--- src/rtl/mem_port_arbiter.sv ---
// Arbiter that shares one single-ported RAM between the fetch port (I) and the load/store port (D).
// Optional macro ARB_ROUND_ROBIN_EN: alternate grants on contention instead of fixed D-over-I priority.
module mem_port_arbiter #(
  parameter int AW          = 32,
  parameter int DW          = 32,
  parameter int MEM_LATENCY = 1
) (
  input  logic          clock,
  input  logic          reset,
  input  logic          i_req,
  input  logic [AW-1:0] i_addr,
  output logic [DW-1:0] i_rdata,
  output logic          i_ack,
  input  logic          d_req,
  input  logic          d_we,
  input  logic [AW-1:0] d_addr,
  input  logic [DW-1:0] d_wdata,
  output logic [DW-1:0] d_rdata,
  output logic          d_ack,
  output logic          m_en,
  output logic          m_we,
  output logic [AW-1:0] m_addr,
  output logic [DW-1:0] m_wdata,
  input  logic [DW-1:0] m_rdata,
  output logic          stall
);

  typedef enum logic [1:0] {S_IDLE, S_ISSUE, S_WAIT, S_DONE} state_t;
  typedef enum logic [1:0] {G_NONE, G_I, G_D} grant_t;

  localparam logic [3:0] LAT_INIT = 4'(MEM_LATENCY);

  state_t     r_state;
  state_t     w_state_next;
  grant_t     r_grant;
  grant_t     w_win;
  logic [3:0] r_cnt;
  logic       r_we;
  logic       w_last;

`ifdef ARB_ROUND_ROBIN_EN
  logic       r_last_d;
`endif

  assign w_last = (r_cnt == 4'd1);
  assign stall  = (i_req & ~i_ack) | (d_req & ~d_ack);

  // Winner selection is only consulted in IDLE; DONE ignores requests by construction.
  always_comb begin
    w_win = G_NONE;
`ifdef ARB_ROUND_ROBIN_EN
    if (d_req && i_req) begin
      w_win = r_last_d ? G_I : G_D;
    end else if (d_req) begin
      w_win = G_D;
    end else if (i_req) begin
      w_win = G_I;
    end
`else
    if (d_req) begin
      w_win = G_D;
    end else if (i_req) begin
      w_win = G_I;
    end
`endif
  end

  always_comb begin
    w_state_next = r_state;
    case (r_state)
      S_IDLE:  if (w_win != G_NONE) w_state_next = S_ISSUE;
      S_ISSUE: w_state_next = S_WAIT;
      S_WAIT:  if (w_last) w_state_next = S_DONE;
      S_DONE:  w_state_next = S_IDLE;
      default: w_state_next = S_IDLE;
    endcase
  end

  always_ff @(posedge clock) begin
    if (reset) begin
      r_state <= S_IDLE;
    end else begin
      r_state <= w_state_next;
    end
  end

  always_ff @(posedge clock) begin
    if (reset) begin
      r_grant <= G_NONE;
      r_cnt   <= '0;
      r_we    <= 1'b0;
      m_en    <= 1'b0;
      m_we    <= 1'b0;
      m_addr  <= '0;
      m_wdata <= '0;
      i_rdata <= '0;
      d_rdata <= '0;
      i_ack   <= 1'b0;
      d_ack   <= 1'b0;
`ifdef ARB_ROUND_ROBIN_EN
      r_last_d <= 1'b1;
`endif
    end else begin
      i_ack <= 1'b0;
      d_ack <= 1'b0;
      case (r_state)
        S_IDLE: begin
          if (w_win != G_NONE) begin
            r_grant <= w_win;
            m_en    <= 1'b1;
            if (w_win == G_D) begin
              m_addr  <= d_addr;
              m_we    <= d_we;
              r_we    <= d_we;
              m_wdata <= d_wdata;
            end else begin
              m_addr  <= i_addr;
              m_we    <= 1'b0;
              r_we    <= 1'b0;
              m_wdata <= '0;
            end
`ifdef ARB_ROUND_ROBIN_EN
            r_last_d <= (w_win == G_D);
`endif
          end
        end
        S_ISSUE: begin
          r_cnt <= LAT_INIT;
          m_en  <= 1'b0;
          m_we  <= 1'b0;
        end
        S_WAIT: begin
          if (w_last) begin
            if (r_grant == G_I) begin
              i_rdata <= m_rdata;
              i_ack   <= 1'b1;
            end else begin
              if (!r_we) d_rdata <= m_rdata;
              d_ack <= 1'b1;
            end
          end else begin
            r_cnt <= r_cnt - 4'd1;
          end
        end
        S_DONE: begin
          r_grant <= G_NONE;
          r_cnt   <= '0;
        end
        default: r_grant <= G_NONE;
      endcase
    end
  end

endmodule

--- config.mk ---
export PLATFORM = sky130hd
export DESIGN_NAME = mem_port_arbiter
export DESIGN_NICKNAME = d
export VERILOG_FILES = /design/src/rtl/mem_port_arbiter.sv
export SDC_FILE = /design/constraint.sdc
export NUM_CORES = 1
export LEC_CHECK = 0
export CAP_MARGIN = 10
export CORE_UTILIZATION = 45
export DETAILED_ROUTE_END_ITERATION = 16
export PLACE_DENSITY = 0.86
export SETUP_SLACK_MARGIN = 0.1
export SYNTH_ARGS = -nofsm -noshare
export SYNTH_HDL_FRONTEND = slang
export SYNTH_SLANG_ARGS = --single-unit
--- constraint.sdc ---
create_clock -name clock -period 3.56 [get_ports clock]
set_input_delay 0.712 -clock clock [delete_from_list [all_inputs] [get_ports clock]]
set_output_delay 0.712 -clock clock [all_outputs]
set_load 0.02 [all_outputs]
**After elaboration in Yosys (flattened, before gate mapping)**

Cells that the tools add are included.

- Input bits: 133
- Flip-flop bits (word level): 141
- Output and inout bits: 133
- Logic and storage cells: 62

- $add $sub $neg: 1
- Multiplexer cells: 18
- Reduce and logical (&&, ||, !) cells: 13
- Bitwise gates (word level): 9
- Equal/unequal tests: 9

Operator list:

| cell | number |
|---|---|
| $mux W32 | 2 |
| $pmux W4 S3 | 1 |
| $reduce_and A2 Y1 | 5 |
| $mux W2 | 4 |
| $pmux W2 S4 | 1 |
| $eq A2 B2 Y1 const B | 3 |
| $mux W1 | 6 |
| $ne A2 B2 Y1 const B | 3 |
| $not A1 Y1 | 6 |
| $reduce_bool A2 Y1 | 3 |
| $eq A2 B1 Y1 const B | 2 |
| $eq A4 B1 Y1 const B | 1 |
| $mux W4 | 1 |
| $pmux W1 S2 | 2 |
| $pmux W2 S2 | 1 |
| $reduce_and A4 Y1 | 1 |
| $sub A4 B1 Y4 const B | 1 |
| $reduce_and A3 Y1 | 1 |
| $reduce_bool A3 Y1 | 1 |
| $reduce_or A3 Y1 | 1 |
| $and A1 B1 Y1 | 2 |
| $logic_not A2 Y1 | 1 |
| $or A1 B1 Y1 | 1 |

**Longest topological paths before layout**

Gate-level depths: netlist of the first run.

- Word-level depth: 6
- Depth in mapped cells: 9
- Gate-level depth less buffers: 5

**Worst setup path after synthesis of the first run**

Ideal clock, no wire load.

- Path kind: input -> output
- Start point: in d_req
- End point: out stall
- Required time: 2.848 ns
- Setup slack: 1.264 ns
- Path buffers: 2
- Stages: 4
- Data arrival time: 1.584 ns
- Path through: buf_2 buf_2 inv_1 o22ai_1

- Cells in the longest elaborated chain, start to end: 2

RTL lines:

| what | line | text |
|---|---|---|
| from (decl) | 14 | `input logic d_req,` |
| $and A1 B1 Y1 | 46 | `assign stall = (i_req & ~i_ack) \| (d_req & ~d_ack);` |
| $or A1 B1 Y1 | 46 |  |
| to (decl) | 25 | `output logic stall` |

No other way between the ends.

**Worst setup path after layout of the first run**

- Start point: in i_req
- End point: out stall

- Cells in the longest elaborated chain, start to end: 2

RTL lines:

| what | line | text |
|---|---|---|
| from (decl) | 10 | `input logic i_req,` |
| $and A1 B1 Y1 | 46 |  |
| $or A1 B1 Y1 | 46 |  |

No other way between the ends.

==> flow_summary.html, run 1 <==
<table>
<tr><th>Metric</th><th>Value</th></tr>
<tr><th colspan="2">Placed design</th></tr>
<tr><td>Total cell area at the placement stage</td><td>~0.0085 mm2</td></tr>
<tr><td>Estimated wirelength of the detail-placed design</td><td>11850 um</td></tr>
<tr><td>Total instance count after detailed placement</td><td>roughly 1000</td></tr>
<tr><td># port buffers</td><td>265</td></tr>
<tr><td>Routability congestion estimate from global placement</td><td>0.8248</td></tr>
<tr><th colspan="2">STA</th></tr>
<tr><td>Number of setup violations in the final report</td><td>0</td></tr>
<tr><td>Final TNS setup</td><td>0 ns</td></tr>
<tr><td>Clock tree skew after final layout</td><td>0.005168 ns</td></tr>
<tr><td>Number of pins exceeding their max-slew limit in the final report</td><td>0</td></tr>
<tr><td>Tcrit/Tclk final</td><td>0.8355</td></tr>
<tr><td>Final Critical Period</td><td>about 3.0 ns</td></tr>
<tr><td>Highest achievable clock rate</td><td>roughly 340 MHz</td></tr>
<tr><td>Final count of hold timing violations</td><td>0</td></tr>
<tr><td>Slew at the pin closest to its max-slew limit</td><td>between 1 and 1.5 ns</td></tr>
<tr><td>Rel. slew slack</td><td>0.1614</td></tr>
<tr><td>RSZ-0062 raised after global routing</td><td>false</td></tr>
<tr><th colspan="2">Yosys</th></tr>
<tr><td>Avg Inst Size Synth</td><td>slightly above 9 um2</td></tr>
<tr><td>Leading area contributor after synthesis</td><td>sky130_fd_sc_hd__dfxtp_1</td></tr>
<tr><td>Number of storage elements in the synthesis netlist</td><td>between 100 and 150</td></tr>
<tr><td>Post-Syn Nets</td><td>between 700 and 800</td></tr>
<tr><td>Post-synth ARST share</td><td>0</td></tr>
<tr><td>Post-synth design cell area</td><td>between 0.005 and 0.006 mm2</td></tr>
<tr><td>Proportion of netlist area held by the largest area contributor</td><td>0.4902</td></tr>
<tr><td>Synth top cells by count</td><td>sky130_fd_sc_hd__dfxtp_1, sky130_fd_sc_hd__nor2_1, sky130_fd_sc_hd__mux2i_1, sky130_fd_sc_hd__nand2b_1, sky130_fd_sc_hd__clkbuf_1</td></tr>
<tr><td>Dominant cells by area after synthesis</td><td>sky130_fd_sc_hd__dfxtp_1, sky130_fd_sc_hd__mux2i_1, sky130_fd_sc_hd__nand2b_1, sky130_fd_sc_hd__nor2_1, sky130_fd_sc_hd__a211oi_1</td></tr>
<tr><td>Dominant cell by count in the synthesized netlist</td><td>sky130_fd_sc_hd__dfxtp_1</td></tr>
<tr><td>Cells after synthesis</td><td>between 600 and 700</td></tr>
<tr><td>Number of flops mapped to enable cells by yosys</td><td>0</td></tr>
<tr><td>Share of synthesized area occupied by flip-flops and latches</td><td>0.4902</td></tr>
<tr><td>Count of yosys warnings during synthesis</td><td>0</td></tr>
<tr><td>Main synth FF type</td><td>sky130_fd_sc_hd__dfxtp_1</td></tr>
<tr><td>Number of different library cells in the post-synthesis netlist</td><td>36</td></tr>
<tr><th colspan="2">Floorplan</th></tr>
<tr><td>Core Box Area</td><td>~0.012 mm2</td></tr>
<tr><td>Initial core utilization</td><td>0.4696</td></tr>
<tr><td>Die Span X</td><td>approximately 120 um</td></tr>
<tr><td>Die Footprint</td><td>0.01325 mm2</td></tr>
<tr><td>Standard-cell row count</td><td>40</td></tr>
<tr><td>Die Ht</td><td>115.1 um</td></tr>
<tr><td>Number of placed I/O pins</td><td>266</td></tr>
<tr><th colspan="2">Run status</th></tr>
<tr><td>Result of the run</td><td>completed</td></tr>
<tr><th colspan="2">Critical path</th></tr>
<tr><td>Critical path data arrival time</td><td>about 2.3 ns</td></tr>
<tr><td>Critical Path Sink Type</td><td>primary output</td></tr>
<tr><td>Worst setup path class</td><td>in2out</td></tr>
<tr><td>Endpoint required time on the critical path</td><td>~2.9 ns</td></tr>
<tr><td>Largest fanout of any net on the critical path</td><td>6</td></tr>
<tr><td>Kind of launch point of the worst setup path</td><td>input pin</td></tr>
<tr><th colspan="2">Power</th></tr>
<tr><td>Static leakage power</td><td>between 3 and 4 nW</td></tr>
<tr><td>Highest ir drop seen on vdd</td><td>about 0.00049 V</td></tr>
<tr><td>Power Dens Cells</td><td>about 620 mW/mm2</td></tr>
<tr><th colspan="2">GRT</th></tr>
<tr><td>Antenna violations before repair</td><td>0</td></tr>
<tr><td>Via count of the first global-routing pass</td><td>5533</td></tr>
<tr><td>Residual overflow from global routing</td><td>0</td></tr>
<tr><td>Pin count of the biggest net entering global routing</td><td>approximately 110</td></tr>
<tr><td>Total routing usage reported by global routing</td><td>0.2633</td></tr>
<tr><td>Global-route wire length before repair</td><td>27000 um</td></tr>
<tr><th colspan="2">Final layout</th></tr>
<tr><td>Synthesis-to-layout area growth</td><td>57.00%</td></tr>
<tr><td>Post-route cell area</td><td>roughly 0.009 mm2</td></tr>
<tr><td>Inserted Diodes</td><td>0</td></tr>
<tr><td>Number of standard cells in the layout, taps in and fillers out</td><td>around 1000</td></tr>
<tr><td>Number of nets in the layout</td><td>992</td></tr>
<tr><td>Number of fillers in the final layout</td><td>891</td></tr>
<tr><td>Share of post-route cells with drive strength above 1</td><td>0.05208</td></tr>
<tr><th colspan="2">Clock network</th></tr>
<tr><td>CTS sink cnt</td><td>~140</td></tr>
<tr><td>Clock transition at the registers of the reported paths</td><td>~0.050 ns</td></tr>
<tr><td>H-Tree Depth</td><td>4</td></tr>
<tr><td>Clock tree from TritonCTS</td><td>built</td></tr>
<tr><td>Clock latency of the later-clocked register in the worst-skew pair</td><td>approximately 0.41 ns</td></tr>
<tr><td>Cts hold-fix bufs</td><td>0</td></tr>
<tr><td>Number of gates resized after CTS</td><td>0</td></tr>
<tr><td>Clock root buffer master</td><td>sky130_fd_sc_hd__clkbuf_16</td></tr>
<tr><td>Post-CTS setup repair buffer count</td><td>0</td></tr>
<tr><td>Inserted Clock Buffers</td><td>17</td></tr>
<tr><td>Clock Tree Buf Depth</td><td>2</td></tr>
<tr><th colspan="2">Route</th></tr>
<tr><td>Total via count in the routed design</td><td>about 5500</td></tr>
<tr><td>Iteration-0 DRC count of the detailed router</td><td>between 300 and 400</td></tr>
<tr><td>Number of iterations in the first detailed-routing pass</td><td>6</td></tr>
<tr><td>Antenna-violating nets left</td><td>0</td></tr>
<tr><td>DR vias/cell</td><td>around 5.3</td></tr>
<tr><td>Final routed wirelength across all metal layers</td><td>about 17000 um</td></tr>
<tr><td>Wire length per cell after detailed routing</td><td>between 15 and 20 um</td></tr>
<tr><td>Residual DRC</td><td>0</td></tr>
<tr><th colspan="2">Hold path</th></tr>
<tr><td>Type of the worst min-delay path</td><td>reg2reg</td></tr>
<tr><th colspan="2">Run</th></tr>
<tr><td>Number of maximum-capacitance constraint violations</td><td>0</td></tr>
</table>
metrics by stage:
step | setup slack [ns] | utilization | hold WS (ns) | total power [mW]
CTS | 0.6071 | 0.7372 | 0.4744 | 5.645
floorplan | 1.264 | - | 0.4578 | 3.084
detailed placement | 0.6301 | 0.6893 | 0.4668 | 3.891
global route | 0.5944 | 0.7372 | 0.4975 | 5.891
global placement | 0.6392 | 0.6893 | 0.4597 | 3.814
finish | 0.5855 | 0.7372 | 0.4726 | 5.617
flip-flops by register name, indices dropped and copies added (netlist names):
name     count
r_cnt        4
i_rdata     32
r_grant      2
i_ack        1
m_wdata     32
r_state      2
r_we         1
d_rdata     32
d_ack        1
m_en         1
m_we         1
m_addr      32
layer usage:
metal / GRT usage / wire length, um / vias to the layer above / share of wire
li1: - / - / 2644 / -
met1: 0.2752 / 6612 / 2594 / 0.38
met4: 0.1030 / 285 / 0 / 0.016
met5: 0 / 0 / - / 0
met2: 0.4791 / 9037 / 221 / 0.52
met3: 0.09594 / 1356 / 27 / 0.078
cell families after synthesis:
| family | after synthesis | synth area share |
|---|---|---|
| DFF | 141 | 0.4902 |
| adders and majority gates | 7 | 0.01521 |
| muxes | 62 | 0.1078 |
| AOI/OAI and AO/OA | 156 | 0.1682 |
| buffers and inverters | 66 | 0.04824 |
| and+or+nand+nor | 187 | 0.1704 |
where the power goes:
group          total [mW]  internal [mW]  switching, mW
registers            1.97           1.82          0.144
clock network        1.74           1.12          0.620
logic                1.91          0.849           1.06
total                5.62           3.79           1.83
path summary, 6_finish.rpt:
path,endpoint,startpoint,cells past startpoint,slack [ns]
worst max-delay path,stall,i_req,4,0.59
worst min-delay path,i_rdata[13],i_rdata[13],2,0.47
worst max register to register,d_rdata[25],r_state[0],5,1.30
worst min register to register,i_rdata[13],i_rdata[13],2,0.47
critical path: stages:
cell	delay, ns
sky130_fd_sc_hd__clkdlybuf4s50_1	0.66
sky130_fd_sc_hd__inv_1	0.08
sky130_fd_sc_hd__o22ai_1	0.18
sky130_fd_sc_hd__clkdlybuf4s50_1	0.63
area by class of cell:
type                            count  area, um2  area share
Multi-Input combinational cell    412       2666      0.2949
Clock inverter                      6      82.58    0.009135
Tap cell                          168      210.2     0.02325
Sequential cell                   141       2823      0.3122
Clock buffer                       25      505.5     0.05592
Timing Repair Buffer              272       2723      0.3012
Inverter                            8      30.03    0.003322
layout by cell type, fill, tap and decap left out, types with 2 or more instances in the layout:
| cell | netlist | layout |
|---|---|---|
| sky130_fd_sc_hd__o21ai_0 | 37 | 37 |
| sky130_fd_sc_hd__inv_1 | 8 | 8 |
| sky130_fd_sc_hd__dfxtp_1 | 141 | 141 |
| sky130_fd_sc_hd__clkbuf_16 | 0 | 17 |
| sky130_fd_sc_hd__clkbuf_8 | 0 | 5 |
| sky130_fd_sc_hd__nand4b_1 | 3 | 3 |
| sky130_fd_sc_hd__a22oi_1 | 33 | 33 |
| sky130_fd_sc_hd__nor2b_1 | 3 | 2 |
| sky130_fd_sc_hd__bufinv_16 | 0 | 2 |
| sky130_fd_sc_hd__nor3_1 | 3 | 3 |
| sky130_fd_sc_hd__clkbuf_1 | 44 | 3 |
| sky130_fd_sc_hd__or3b_2 | 3 | 3 |
| sky130_fd_sc_hd__ha_1 | 7 | 7 |
| sky130_fd_sc_hd__nand2_1 | 2 | 2 |
| sky130_fd_sc_hd__buf_12 | 0 | 2 |
| sky130_fd_sc_hd__o31ai_1 | 3 | 3 |
| sky130_fd_sc_hd__nand3_1 | 33 | 33 |
| sky130_fd_sc_hd__a21oi_1 | 43 | 43 |
| sky130_fd_sc_hd__mux2i_1 | 62 | 62 |
| sky130_fd_sc_hd__nand2b_1 | 62 | 62 |
| sky130_fd_sc_hd__nor2_1 | 69 | 69 |
| sky130_fd_sc_hd__buf_4 | 1 | 6 |
| sky130_fd_sc_hd__clkdlybuf4s50_1 | 0 | 263 |
| sky130_fd_sc_hd__clkinv_2 | 0 | 3 |
| sky130_fd_sc_hd__a211oi_1 | 33 | 33 |
Note: power is estimated with default switching activity, not from simulation.
==> inputs of run 2 (changes only) <==
--- a/config.mk
+++ b/config.mk
@@ -6,9 +6,9 @@
 export NUM_CORES = 1
 export LEC_CHECK = 0
 export CAP_MARGIN = 10
-export CORE_UTILIZATION = 45
+export CORE_UTILIZATION = 41
 export DETAILED_ROUTE_END_ITERATION = 16
-export PLACE_DENSITY = 0.86
+export PLACE_DENSITY = 0.8
 export SETUP_SLACK_MARGIN = 0.1
 export SYNTH_ARGS = -nofsm -noshare
 export SYNTH_HDL_FRONTEND = slang
==> constraint.sdc (replaced) <==
create_clock -name clock -period 3.05 [get_ports clock]
set_input_delay 0.61 -clock clock [delete_from_list [all_inputs] [get_ports clock]]
set_output_delay 0.61 -clock clock [all_outputs]
set_load 0.02 [all_outputs]
==> flow_summary.html, run 2 (synthesis gave the netlist of run 1 again) <==
<table>
<tr><th>Metric</th><th>Value</th></tr>
<tr><th colspan="2">Final layout</th></tr>
<tr><td>Synthesis-to-layout area growth</td><td>57.89%</td></tr>
<tr><td>Share of post-route cells with drive strength above 1</td><td>0.05869 (+0.006605)</td></tr>
<tr><td>Most common library cell in the layout ignoring fill and taps</td><td>sky130_fd_sc_hd__clkdlybuf4s50_1</td></tr>
<tr><td>End-of-flow core utilization</td><td>0.6758 (-0.06146)</td></tr>
<tr><td>Inserted Diodes</td><td>0 (unchanged)</td></tr>
<tr><td>Most used cells in the layout excluding fill and tap cells</td><td>sky130_fd_sc_hd__clkdlybuf4s50_1, sky130_fd_sc_hd__dfxtp_1, sky130_fd_sc_hd__nor2_1</td></tr>
<tr><td>Post-route cell area</td><td>0.009091 mm2 (+0.57%)</td></tr>
<tr><td>Number of nets in the layout</td><td>996 (+0.40%)</td></tr>
<tr><th colspan="2">GRT</th></tr>
<tr><td>Via count of the first global-routing pass</td><td>5527 (-0.11%)</td></tr>
<tr><td>Residual overflow from global routing</td><td>0 (unchanged)</td></tr>
<tr><td>Global-route wire length before repair</td><td>26500 um (-1.8%)</td></tr>
<tr><td>Antenna violations before repair</td><td>0 (unchanged)</td></tr>
<tr><td>Pin count of the biggest net entering global routing</td><td>120 (+10%)</td></tr>
<tr><td>Total routing usage reported by global routing</td><td>0.2300 (-0.03327)</td></tr>
<tr><th colspan="2">Clock network</th></tr>
<tr><td>Number of gates resized after CTS</td><td>0 (unchanged)</td></tr>
<tr><td>Clock latency of the later-clocked register in the worst-skew pair</td><td>0.41 ns (about the same)</td></tr>
<tr><td>Clock transition at the registers of the reported paths</td><td>0.06 ns (about the same)</td></tr>
<tr><td>Clock tree from TritonCTS</td><td>built</td></tr>
<tr><td>Inserted Clock Buffers</td><td>17 (unchanged)</td></tr>
<tr><td>Cts hold-fix bufs</td><td>0 (unchanged)</td></tr>
<tr><td>Post-CTS setup repair buffer count</td><td>0 (unchanged)</td></tr>
<tr><td>H-Tree Depth</td><td>4 (unchanged)</td></tr>
<tr><td>Clock Tree Buf Depth</td><td>2 (unchanged)</td></tr>
<tr><td>CTS sink cnt</td><td>141 (unchanged)</td></tr>
<tr><td>Clock root buffer master</td><td>sky130_fd_sc_hd__clkbuf_16</td></tr>
<tr><th colspan="2">Placed design</th></tr>
<tr><td>Routability congestion estimate from global placement</td><td>0.7752 (-6.0%)</td></tr>
<tr><td>Pre-CTS WS</td><td>0.5299 ns (-0.1002 ns)</td></tr>
<tr><td>Estimated wirelength of the detail-placed design</td><td>11810 um (-0.31%)</td></tr>
<tr><td># port buffers</td><td>265 (unchanged)</td></tr>
<tr><td>Total cell area at the placement stage</td><td>0.008479 mm2 (+0.33%)</td></tr>
<tr><th colspan="2">Critical path</th></tr>
<tr><td>Critical path data arrival time</td><td>1.93 ns (-0.33 ns)</td></tr>
<tr><td>Critical Path Sink Type</td><td>primary output</td></tr>
<tr><td>Largest fanout of any net on the critical path</td><td>2 (-4)</td></tr>
<tr><td>Worst setup path class</td><td>in2out</td></tr>
<tr><td>Endpoint required time on the critical path</td><td>2.44 ns (-0.41 ns)</td></tr>
<tr><td>Start point of the critical path</td><td>i_req</td></tr>
<tr><td>R2R Path Start</td><td>r_state[0]</td></tr>
<tr><td>Kind of launch point of the worst setup path</td><td>input pin</td></tr>
<tr><th colspan="2">STA</th></tr>
<tr><td>RSZ-0062 raised after global routing</td><td>false</td></tr>
<tr><td>Highest achievable clock rate</td><td>between 300 and 400 MHz</td></tr>
<tr><td>Number of pins exceeding their max-slew limit in the final report</td><td>0 (unchanged)</td></tr>
<tr><td>Final count of hold timing violations</td><td>0 (unchanged)</td></tr>
<tr><td>Number of setup violations in the final report</td><td>0 (unchanged)</td></tr>
<tr><td>Slew at the pin closest to its max-slew limit</td><td>0.9899 ns (-0.2681 ns)</td></tr>
<tr><td>Final TNS setup</td><td>0 ns (unchanged)</td></tr>
<tr><td>Rel. slew slack</td><td>0.3401 (+0.1787)</td></tr>
<tr><td>Clock tree skew after final layout</td><td>0.008036 ns (+0.002867 ns)</td></tr>
<tr><td>Tcrit/Tclk final</td><td>0.8312</td></tr>
<tr><td>Final Critical Period</td><td>approximately 2.5 ns</td></tr>
<tr><td>Final WS setup</td><td>0.5147 ns (-0.07080 ns)</td></tr>
<tr><th colspan="2">Hold path</th></tr>
<tr><td>Startpoint of the tightest hold check path</td><td>d_rdata[1]</td></tr>
<tr><td>Type of the worst min-delay path</td><td>reg2reg</td></tr>
<tr><th colspan="2">Route</th></tr>
<tr><td>Iteration-0 DRC count of the detailed router</td><td>308 (-14%)</td></tr>
<tr><td>Final routed wirelength across all metal layers</td><td>16830 um (-2.7%)</td></tr>
<tr><td>Number of iterations in the first detailed-routing pass</td><td>5 (-1)</td></tr>
<tr><td>DR vias/cell</td><td>5.254 (-1.2%)</td></tr>
<tr><td>Wire length per cell after detailed routing</td><td>16.10 um (-3.9%)</td></tr>
<tr><td>Antenna-violating nets left</td><td>0 (unchanged)</td></tr>
<tr><td>Total via count in the routed design</td><td>5490 (+0.073%)</td></tr>
<tr><td>Residual DRC</td><td>0 (unchanged)</td></tr>
<tr><th colspan="2">Power</th></tr>
<tr><td>Power Dens Cells</td><td>727.7 mW/mm2 (+17%)</td></tr>
<tr><td>Highest ir drop seen on vdd</td><td>0.0004117 V (-15%)</td></tr>
<tr><td>Static leakage power</td><td>3.522 nW (+0.60%)</td></tr>
<tr><th colspan="2">Run status</th></tr>
<tr><td>Result of the run</td><td>completed</td></tr>
<tr><th colspan="2">Floorplan</th></tr>
<tr><td>Core Box Area</td><td>0.01345 mm2 (+9.7%)</td></tr>
<tr><td>Number of placed I/O pins</td><td>266 (unchanged)</td></tr>
<tr><td>Die Footprint</td><td>0.01452 mm2 (+9.6%)</td></tr>
<tr><td>Die Ht</td><td>120.5 um (+4.7%)</td></tr>
<tr><td>Standard-cell row count</td><td>42 (+5.0%)</td></tr>
<tr><td>Initial core utilization</td><td>0.4280 (-0.04158)</td></tr>
<tr><td>Die Span X</td><td>120.5 um (+4.7%)</td></tr>
<tr><th colspan="2">Run</th></tr>
<tr><td>Number of maximum-capacitance constraint violations</td><td>0 (unchanged)</td></tr>
</table>
==> run 2: final timing paths <==
check | endpoint | slack [ns] | depth (start not counted)
setup / recovery | stall | 0.51 | 4
hold / removal | d_rdata[1] | 0.47 | 2
setup reg to reg | d_rdata[7] | 0.79 | 5
hold reg to reg | d_rdata[1] | 0.47 | 2
==> run 2: area by class of cell <==
| class | instances | area, um2 |
|---|---|---|
| clock buffer | 22 | 474.2 |
| inverter | 8 | 30.03 |
| clock inverter | 10 | 137.6 |
| sequential | 141 | 2823 |
| multi-input combinational | 412 | 2666 |
| tap | 176 | 220.2 |
| timing repair buffer | 276 | 2740 |
| fill | 1074 | 4362 |
==> run 2: critical path, cell delays in order <==
cell	delay, ns
sky130_fd_sc_hd__clkdlybuf4s50_1	0.50
sky130_fd_sc_hd__inv_1	0.05
sky130_fd_sc_hd__o22ai_1	0.15
sky130_fd_sc_hd__clkdlybuf4s50_1	0.62
==> run 2: stage by stage <==
step                power (mW)  hold WS (ns)  cells
floorplan                3.600        0.4578    619
global route             6.968        0.4986   1045
CTS                      6.671        0.4718   1045
global placement         4.466        0.4548   1013
finish                   6.616        0.4696   1045
detailed placement       4.552        0.4637   1013
==> run 2: metal layers <==
metal / share of wire / routed length, um / track usage
met1: 0.39 / 6625 / 0.2530
met2: 0.51 / 8531 / 0.4091
met3: 0.076 / 1280 / 0.07170
met4: 0.023 / 388 / 0.09259
met5: 0 / 0 / 0
==> run 2: power by group <==
| group | switching (mW) | leakage [nW] | internal (mW) |
|---|---|---|---|
| sequential | 0.169 | 1.15 | 2.13 |
| combinational | 1.22 | 2.08 | 0.993 |
| clock | 0.754 | 0.296 | 1.35 |
| total | 2.15 | 3.52 | 4.47 |
==> inputs of run 3 (changes only) <==
--- a/config.mk
+++ b/config.mk
@@ -6,9 +6,9 @@
 export NUM_CORES = 1
 export LEC_CHECK = 0
 export CAP_MARGIN = 10
-export CORE_UTILIZATION = 41
+export CORE_UTILIZATION = 37
 export DETAILED_ROUTE_END_ITERATION = 16
-export PLACE_DENSITY = 0.8
+export PLACE_DENSITY = 0.76
 export SETUP_SLACK_MARGIN = 0.1
 export SYNTH_ARGS = -nofsm -noshare
 export SYNTH_HDL_FRONTEND = slang
==> constraint.sdc (replaced) <==
create_clock -name clock -period 2.3 [get_ports clock]
set_input_delay 0.46 -clock clock [delete_from_list [all_inputs] [get_ports clock]]
set_output_delay 0.46 -clock clock [all_outputs]
set_load 0.02 [all_outputs]
==> flow_summary.html, run 3 (synthesis gave the netlist of run 1 again) <==
<table>
<tr><th>Metric</th><th>Value</th></tr>
<tr><th colspan="2">Run status</th></tr>
<tr><td>Result of the run</td><td>completed</td></tr>
<tr><th colspan="2">Placed design</th></tr>
<tr><td>Estimated wirelength of the detail-placed design</td><td>11080 um (-6.2%)</td></tr>
<tr><td>Total instance count after detailed placement</td><td>1031 (+1.8%)</td></tr>
<tr><td>Routability congestion estimate from global placement</td><td>0.7663 (-1.1%)</td></tr>
<tr><td># port buffers</td><td>265 (unchanged)</td></tr>
<tr><th colspan="2">Power</th></tr>
<tr><td>Highest ir drop seen on vdd</td><td>0.0005195 V (+26%)</td></tr>
<tr><td>Static leakage power</td><td>3.566 nW (+1.3%)</td></tr>
<tr><td>Power Dens Cells</td><td>966.8 mW/mm2 (+33%)</td></tr>
<tr><th colspan="2">Final layout</th></tr>
<tr><td>Most used cells in the layout excluding fill and tap cells</td><td>sky130_fd_sc_hd__clkdlybuf4s50_1, sky130_fd_sc_hd__dfxtp_1, sky130_fd_sc_hd__nor2_1</td></tr>
<tr><td>Inserted Diodes</td><td>0 (unchanged)</td></tr>
<tr><td>End-of-flow core utilization</td><td>0.6044 (-0.07142)</td></tr>
<tr><td>Number of nets in the layout</td><td>1002 (+0.60%)</td></tr>
<tr><td>Synthesis-to-layout area growth</td><td>59.56%</td></tr>
<tr><td>Number of standard cells in the layout, taps in and fillers out</td><td>1063 (+1.7%)</td></tr>
<tr><td>Most common library cell in the layout ignoring fill and taps</td><td>sky130_fd_sc_hd__clkdlybuf4s50_1</td></tr>
<tr><td>Share of post-route cells with drive strength above 1</td><td>0.06743 (+0.008740)</td></tr>
<tr><th colspan="2">Clock network</th></tr>
<tr><td>Inserted Clock Buffers</td><td>17 (unchanged)</td></tr>
<tr><td>Post-CTS setup repair buffer count</td><td>0 (unchanged)</td></tr>
<tr><td>Cts hold-fix bufs</td><td>0 (unchanged)</td></tr>
<tr><td>Clock tree from TritonCTS</td><td>built</td></tr>
<tr><td>CTS sink cnt</td><td>141 (unchanged)</td></tr>
<tr><td>Clock latency of the later-clocked register in the worst-skew pair</td><td>0.41 ns (about the same)</td></tr>
<tr><td>Clock root buffer master</td><td>sky130_fd_sc_hd__clkbuf_16</td></tr>
<tr><td>Clock transition at the registers of the reported paths</td><td>0.06 ns (about the same)</td></tr>
<tr><td>Number of gates resized after CTS</td><td>1 (+1)</td></tr>
<tr><td>Clock Tree Buf Depth</td><td>2 (unchanged)</td></tr>
<tr><td>H-Tree Depth</td><td>4 (unchanged)</td></tr>
<tr><th colspan="2">Critical path</th></tr>
<tr><td>Slowest cell on crit path</td><td>sky130_fd_sc_hd__clkdlybuf4s50_1</td></tr>
<tr><td>R2R Setup Slk</td><td>0.42 ns (-0.37 ns)</td></tr>
<tr><td>Worst path depth</td><td>4 (unchanged)</td></tr>
<tr><td>Critical path data arrival time</td><td>1.55 ns (-0.38 ns)</td></tr>
<tr><td>Family of cells with the greatest summed delay on the critical path</td><td>buffers and inverters</td></tr>
<tr><td>Worst setup path class</td><td>in2out</td></tr>
<tr><td>Critical path, cell by cell</td><td>clkdlybuf4s50_1 -&gt; inv_1 -&gt; o22ai_1 -&gt; dlygate4sd2_1</td></tr>
<tr><td>Critical Path Sink Type</td><td>primary output</td></tr>
<tr><td>Largest stage delay on the critical path</td><td>0.49 ns (-0.13 ns)</td></tr>
<tr><td>Kind of launch point of the worst setup path</td><td>input pin</td></tr>
<tr><td>Endpoint required time on the critical path</td><td>1.84 ns (-0.60 ns)</td></tr>
<tr><td>Largest fanout of any net on the critical path</td><td>2 (unchanged)</td></tr>
<tr><td>Cell count of the worst reg-to-reg path</td><td>6 (+1)</td></tr>
<tr><td>Buffers &amp; Inverters on Critical Path</td><td>3 (unchanged)</td></tr>
<tr><th colspan="2">Floorplan</th></tr>
<tr><td>Die Ht</td><td>126.8 um (+5.2%)</td></tr>
<tr><td>Number of placed I/O pins</td><td>266 (unchanged)</td></tr>
<tr><td>Die Span X</td><td>126.8 um (+5.2%)</td></tr>
<tr><td>Standard-cell row count</td><td>45 (+7.1%)</td></tr>
<tr><td>Die Footprint</td><td>0.01607 mm2 (+11%)</td></tr>
<tr><td>Core Box Area</td><td>0.01520 mm2 (+13%)</td></tr>
<tr><td>Initial core utilization</td><td>0.3788 (-0.04925)</td></tr>
<tr><th colspan="2">Route</th></tr>
<tr><td>Detail Route met3 WL</td><td>1317 um (+2.9%)</td></tr>
<tr><td>DRT met1 WL</td><td>6596 um (-0.44%)</td></tr>
<tr><td>Iteration-0 DRC count of the detailed router</td><td>311 (+0.97%)</td></tr>
<tr><td>Detailed-routed wire length on met2</td><td>7942 um (-6.9%)</td></tr>
<tr><td>Total via count in the routed design</td><td>5252 (-4.3%)</td></tr>
<tr><td>Wire length per cell after detailed routing</td><td>15.22 um (-5.5%)</td></tr>
<tr><td>DR top layer</td><td>met4</td></tr>
<tr><td>Final routed wirelength across all metal layers</td><td>16180 um (-3.9%)</td></tr>
<tr><td>DR vias/cell</td><td>4.941 (-6.0%)</td></tr>
<tr><td>Antenna-violating nets left</td><td>0 (unchanged)</td></tr>
<tr><td>Residual DRC</td><td>0 (unchanged)</td></tr>
<tr><td>Number of iterations in the first detailed-routing pass</td><td>4 (-1)</td></tr>
<tr><th colspan="2">STA</th></tr>
<tr><td>Highest achievable clock rate</td><td>497.6 MHz</td></tr>
<tr><td>Slew at the pin closest to its max-slew limit</td><td>0.5851 ns (-0.4047 ns)</td></tr>
<tr><td>Rel. slew slack</td><td>0.6099 (+0.2698)</td></tr>
<tr><td>Number of pins exceeding their max-slew limit in the final report</td><td>0 (unchanged)</td></tr>
<tr><td>Tcrit/Tclk final</td><td>0.8738</td></tr>
<tr><td>Final count of hold timing violations</td><td>0 (unchanged)</td></tr>
<tr><td>Final Critical Period</td><td>around 2.0 ns</td></tr>
<tr><td>RSZ-0062 raised after global routing</td><td>false</td></tr>
<tr><td>Clock tree skew after final layout</td><td>0.005315 ns (-0.002721 ns)</td></tr>
<tr><td>Number of setup violations in the final report</td><td>0 (unchanged)</td></tr>
<tr><td>Minimum hold slack</td><td>0.3909 ns (-0.07864 ns)</td></tr>
<tr><th colspan="2">Run</th></tr>
<tr><td>Number of maximum-capacitance constraint violations</td><td>0 (unchanged)</td></tr>
<tr><th colspan="2">GRT</th></tr>
<tr><td>Pin count of the biggest net entering global routing</td><td>66 (-45%)</td></tr>
<tr><td>Antenna violations before repair</td><td>0 (unchanged)</td></tr>
<tr><td>Total routing usage reported by global routing</td><td>0.2038 (-0.02616)</td></tr>
<tr><td>Residual overflow from global routing</td><td>0 (unchanged)</td></tr>
<tr><td>Global-route wire length before repair</td><td>25660 um (-3.2%)</td></tr>
<tr><td>Via count of the first global-routing pass</td><td>5034 (-8.9%)</td></tr>
<tr><th colspan="2">Hold path</th></tr>
<tr><td>Type of the worst min-delay path</td><td>in2reg</td></tr>
<tr><td>Hold Crit Depth</td><td>4 (+2)</td></tr>
</table>
-- run 3: cell types whose count changed in the layout (fill, tap and decap cells not counted) --
cell,delta
sky130_fd_sc_hd__buf_12,+2
sky130_fd_sc_hd__buf_4,+4
sky130_fd_sc_hd__clkbuf_1,-2
sky130_fd_sc_hd__clkbuf_8,-3
sky130_fd_sc_hd__clkdlybuf4s50_1,-1
sky130_fd_sc_hd__clkinv_2,-3
sky130_fd_sc_hd__clkinvlp_4,-1
sky130_fd_sc_hd__dlygate4sd2_1,+1
sky130_fd_sc_hd__inv_6,+7
sky130_fd_sc_hd__inv_8,+2
-- run 3: where the power goes --
part | internal [mW] | switching (mW) | total, mW
logic | 1.36 | 1.59 | 2.95
clock network | 1.75 | 1.16 | 2.91
registers | 2.82 | 0.207 | 3.03
-- run 3: worst min-delay path, stage by stage --
cell                      delay (ns)
sky130_fd_sc_hd__buf_2          0.09
sky130_fd_sc_hd__inv_1          0.06
sky130_fd_sc_hd__nand3_1        0.08
sky130_fd_sc_hd__a21oi_1        0.06
-- run 3: metrics by stage --
| step | setup slack (ns) | setup TNS [ns] | area (um2) | total power [mW] |
|---|---|---|---|---|
| CTS | 0.2659 | 0 | 9188 | 8.973 |
| finish | 0.2903 | 0 | 9188 | 8.883 |
| floorplan | 0.5076 | 0 | 5758 | 4.773 |
| global placement | -0.001672 | -0.001672 | 8564 | 6.011 |
| global route | 0.2490 | 0 | 9188 | 9.362 |
| detailed placement | -0.01610 | -0.01610 | 8564 | 6.044 |
-- run 3: routing by layer --
layer  track usage  up-vias
met5             0        -
met4       0.08263        0
met3       0.07507       27
met2        0.3468      190
met1        0.2314     2366
li1              -     2669
-- run 3: worst paths after layout --
path                                  from           to
worst max-delay path                 i_req        stall
worst min-delay path                 d_req   r_grant[0]
worst max register to register  r_state[0]  d_rdata[23]
worst min register to register  d_rdata[2]   d_rdata[2]
-- run 3: cell type report --
class | count | area [um2]
repair buffers | 282 | 2809
clock buffers | 17 | 425.4
flip-flops and latches | 141 | 2823
inverters | 8 | 30.03
clock inverters | 15 | 198.9
fillers | 1341 | 6015
well taps | 188 | 235.2
multi-input cells | 412 | 2666
